==> src/rtl/clk_div_prog.sv <==
// Multi-channel programmable clock divider: each channel divides clk by its own
// runtime ratio, with ratio changes deferred to a period boundary.
module clk_div_prog #(
  parameter int NUM_CH  = 4,
  parameter int CNT_W   = 8,
  parameter int DEF_DIV = 2,
  localparam int CH_W   = (NUM_CH > 1) ? $clog2(NUM_CH) : 1
) (
  input  logic              clk,
  input  logic              reset,
  input  logic [NUM_CH-1:0] en,
  input  logic              sync_restart,
  input  logic              cfg_we,
  input  logic [CH_W-1:0]   cfg_ch,
  input  logic [CNT_W-1:0]  cfg_div,
  output logic [NUM_CH-1:0] cfg_pending,
  output logic [NUM_CH-1:0] clk_out,
  output logic [NUM_CH-1:0] tick
);

  localparam logic [CNT_W-1:0] ONE = CNT_W'(1);
  localparam logic [CNT_W-1:0] TWO = CNT_W'(2);
  localparam logic [CNT_W-1:0] DEF = CNT_W'(DEF_DIV);

  logic             wr_valid;
  logic [CNT_W-1:0] wr_div;

  // Ratios 0 and 1 are meaningless for a divider, so they are treated as 2.
  assign wr_valid = cfg_we && (32'(cfg_ch) < 32'(NUM_CH));
  assign wr_div   = (cfg_div < TWO) ? TWO : cfg_div;

  for (genvar i = 0; i < NUM_CH; i++) begin : g_ch
    logic [CNT_W-1:0] cnt_r;
    logic [CNT_W-1:0] d_act_r;
    logic [CNT_W-1:0] shadow_r;
    logic             pending_r;
    logic             clk_out_r;
    logic             tick_r;
    logic [CNT_W-1:0] half_hi;
    logic             wrap;
    logic             wr_hit;

    // High phase is the ceiling half, so odd ratios run one cycle longer high.
    assign half_hi = d_act_r - (d_act_r >> 1);
    assign wrap    = (cnt_r == (d_act_r - ONE));
    assign wr_hit  = wr_valid && (cfg_ch == CH_W'(i));

    always_ff @(posedge clk) begin
      if (reset) begin
        cnt_r     <= '0;
        d_act_r   <= DEF;
        shadow_r  <= DEF;
        pending_r <= 1'b0;
        clk_out_r <= 1'b0;
        tick_r    <= 1'b0;
      end else if (sync_restart) begin
        // A write landing in the restart cycle goes straight into the active ratio.
        cnt_r     <= '0;
        clk_out_r <= 1'b1;
        tick_r    <= en[i];
        pending_r <= 1'b0;
        if (wr_hit) begin
          d_act_r  <= wr_div;
          shadow_r <= wr_div;
        end else begin
          d_act_r  <= shadow_r;
        end
      end else begin
        if (en[i]) begin
          if (wrap) begin
            cnt_r     <= '0;
            clk_out_r <= 1'b1;
            tick_r    <= 1'b1;
            if (pending_r) begin
              d_act_r   <= shadow_r;
              pending_r <= 1'b0;
            end
          end else begin
            cnt_r     <= cnt_r + ONE;
            clk_out_r <= ((cnt_r + ONE) < half_hi);
            tick_r    <= 1'b0;
          end
        end else begin
          tick_r <= 1'b0;
        end
        // Placed after the wrap update so a same-cycle write stays pending.
        if (wr_hit) begin
          shadow_r  <= wr_div;
          pending_r <= 1'b1;
        end
      end
    end

    assign cfg_pending[i] = pending_r;
    assign clk_out[i]     = clk_out_r;
    assign tick[i]        = tick_r;
  end

endmodule

==> config.mk <==
export PLATFORM = sky130hd
export DESIGN_NAME = clk_div_prog
export DESIGN_NICKNAME = d
export VERILOG_FILES = /design/src/rtl/clk_div_prog.sv
export SDC_FILE = /design/constraint.sdc
export NUM_CORES = 1
export LEC_CHECK = 0
export BUFFER_PORTS_ARGS = -buffer_cell sky130_fd_sc_hd__clkbuf_2
export CORE_ASPECT_RATIO = 1.5
export CORE_MARGIN = 2
export CORE_UTILIZATION = 40
export CTS_CLUSTER_SIZE = 30
export DETAILED_ROUTE_END_ITERATION = 10
export PLACE_DENSITY = 0.57
export SLEW_MARGIN = 20
export SYNTH_ARGS = -nofsm -noshare
export SYNTH_HDL_FRONTEND = slang
export SYNTH_SLANG_ARGS = --single-unit
==> constraint.sdc <==
create_clock -name clk -period 6.99 [get_ports clk]
set_input_delay 0.3495 -clock clk [delete_from_list [all_inputs] [get_ports clk]]
set_output_delay 0.3495 -clock clk [all_outputs]
set_load 0.02 [all_outputs]
==> impl_results.md <==
- Sw Share: 0.2985
- R2r endpoint: g_ch[2].d_act_r[4]
- First-pass GRT wire length: 29970 um
- WL/cell: 15.99 um
- Async S/R FF share, synth: 0
- Die area: 20760 um^2
- Max_cap viols: 0
- Final setup fails: 0
- Setup TNS: 0 ns
- Chip width: 118.3 um
- Fin cells: 1134
- Combinational Power Share: 0.232
- Lkg Pwr: 3.719 nW
- RSZ-0062 raised after global routing: no
- Status: finished clean
- Drt first pass iters: 4
- Largest area contributor in the netlist: dfxtp_1
- CP Data Required Time: 7.26 ns
- Sequential share of power: 0.421
- Post-Synthesis Cells: 887
- Fin nets: 987
- Antenna violations before repair: 0
- Count leader, synth: dfxtp_1
- Switch Pwr: 0.4704 mW
- GRT Resource Usage Total: 0.1790
- CTS tree: done
- Area contributors post-synth: dfxtp_1 (28%), ha_1 (15%), mux2i_1 (7.5%)
- Clock power share: 0.346
- Reg-to-Reg Start: g_ch[2].d_act_r[4]
- Clk sink count: 108
- Fillers: 1875
- # diodes: 0
- CTS Hold Buffers Added: 0
- Hold Violations, Final: 0
- DP Cell Count: 1118
- Hold Path Class: input port to register
- Largest net degree at the start of global routing: 44
- Pwr dens: 187.9 nW/um^2
- Drt total wl: 18130 um
- Synth top area share: 0.2758
- Reg2reg setup slack: 4.00 ns
- Crit Path Max Fanout: 8
- Synthesized area: 7839 um^2
- # rows: 62
- CTS H-tree lvls: 3
- Synth Warn #: 0
- Post-layout min period: 2.987 ns
- Tcrit/Tclk final: 0.4274
- Number of global-route vias before repair: 5959
- Post-CTS setup buffers: 0
- Clock skew: 0.01241 ns
- Kind of critical path: register to register
- Root Driver: clkbuf_16
- Dominant synthesized flop cell: dfxtp_1
- Post-synth top cells: dfxtp_1 (108), ha_1 (92), nor2_1 (71), xnor2_1 (60), mux2i_1 (59)
- Via density: 5.259
- Post-cts sizing count: 0
- EDFF count, synth: 0
- Max Slew Vio Count: 0
- Post-route ant nets: 0
- Via count: 5964
- Clock-pin slew on the worst setup and hold paths: 0.08 ns
- Core footprint: 19160 um^2
- Slew headroom: 0.2929
- Worst Tran Pin Value: 1.053 ns
- TritonCTS Buffers: 9
- Worst Hold Launch: cfg_div[3]
- Flops & latches, synth: 108
- Worst-case hold path end point: g_ch[1].shadow_r[3]
- Pre-CTS setup slack: 3.974 ns
- Max clock buf depth: 2
- Final HPWL DP: 13760 um
- Initial cell density of the core: 0.4091
- Placed Area: 8058 um^2
- Gpl congestion: 0.8322
- Fraction of layout instances using a drive strength above 1: 0.07973
- Average footprint of a synthesized cell: 8.837 um^2
- # IOs: 30
- Fmax: 334.7 MHz
- Later-pin clock latency in the skew report: 0.35 ns
- R2R depth: 8
- Total congestion overflow: 0
- Initial DRC count: 294
- Critical path data arrival time: 3.26 ns
- WHS Path Cells: 3
- IO buf count: 29
- Die Height: 175.5 um
- Max VDD drop: 0.1049 mV
- Unique masters post-synth: 58
- Internal power: 1.106 mW
- Worst setup margin: 4.003 ns
- Design Area, Final: 8387 um^2
- Sequential fraction of the synthesis area: 0.2758
- Startpoint Class: register
- Residual DRC count: 0
- Synthesis-to-finish area growth: 6.991%
- Syn Nets: 1001
- CP endpoint kind: register
-- state kept, by name (all words and copies together), names as in the netlist --
| register | flops |
|---|---|
| g_ch.clk_out_r | 4 |
| g_ch.d_act_r | 32 |
| g_ch.cnt_r | 32 |
| g_ch.pending_r | 4 |
| g_ch.tick_r | 4 |
| g_ch.shadow_r | 32 |
-- power groups by stage --
stage | logic (mW) | registers [mW] | clock network [mW]
after floorplan | 0.294 | 0.669 | 0
after CTS | 0.371 | 0.665 | 0.559
after global routing | 0.419 | 0.668 | 0.582
final | 0.366 | 0.664 | 0.546
after detailed placement | 0.370 | 0.679 | 0
after global placement | 0.365 | 0.679 | 0
-- stage by stage --
stage               total power [mW]    util  hold slack, ns
floorplan                     0.9625       -          0.4449
global placement               1.044  0.4205          0.4709
detailed placement             1.049  0.4205          0.4725
CTS                            1.595  0.4372          0.3865
global route                   1.668  0.4377          0.3804
finish                         1.576  0.4377          0.3802
-- worst max-delay path by stage --
stage | start | end | slack, ns | depth (start not counted)
final | g_ch[2].d_act_r[4] | g_ch[2].d_act_r[4] | 4.00 | 8
after global routing | g_ch[1].d_act_r[0] | g_ch[1].clk_out_r | 3.74 | 13
after global placement | reset | g_ch[0].cnt_r[5] | 3.99 | 8
after detailed placement | reset | g_ch[0].cnt_r[5] | 3.97 | 8
after CTS | g_ch[2].d_act_r[4] | g_ch[2].d_act_r[4] | 3.98 | 8
after floorplan | g_ch[0].d_act_r[1] | g_ch[0].clk_out_r | 4.30 | 11
-- critical path, stage by stage (launching register included) --
cell and delay, ns:
dfxtp_1 0.44, inv_1 0.13, ha_1 0.21, a21boi_0 0.13, or3_1 0.36, a2111o_1 0.47
or4_1 0.74, mux2i_1 0.19, a211oi_1 0.24
-- cell type report --
type | instances | area [um^2] | share of cell area
clock buffers | 11 | 252.7 | 0.03014
clock inverters | 5 | 66.31 | 0.007907
inverters | 59 | 221.5 | 0.02641
multi-input cells | 663 | 5196 | 0.6196
flip-flops and latches | 108 | 2162 | 0.2578
well taps | 256 | 320.3 | 0.03819
repair buffers | 32 | 167.7 | 0.01999
-- placed cells by master (no fill, tap or decap), types with 11 or more instances in the layout --
cell type	Yosys	layout
nand2_1	28	28
nand2b_1	11	11
and2_1	29	29
nand3_1	21	21
and3_1	14	14
inv_1	57	57
a21oi_1	45	45
a211oi_1	29	29
ha_1	92	92
xnor2_1	60	60
mux2i_1	59	59
xor2_1	35	35
nor2_1	71	70
nor3_1	14	13
dfxtp_1	108	108
nand3b_1	19	19
o21ai_0	12	12
clkbuf_2	1	29
-- routing by layer --
layer / GRT usage / part of all wire / vias up
met3: 0.02143 / 0.017 / 27
met5: 0 / 0 / -
li1: - / - / 3069
met1: 0.2177 / 0.45 / 2808
met2: 0.3251 / 0.50 / 60
met4: 0.05823 / 0.026 / 0
-- kinds of logic (layout without fill, tap and decap cells) --
kind of cell,count (synthesis),in the layout,synth area share
AOI/OAI and AO/OA,177,177,0.1601
muxes,59,59,0.07534
DFF,108,108,0.2758
adders and majority gates,96,96,0.1571
buffers and inverters,116,107,0.06289
and+or+nand+nor,235,235,0.1598
xor gates and xnor gates,96,96,0.1090
Power figures use the tool's default switching activity.
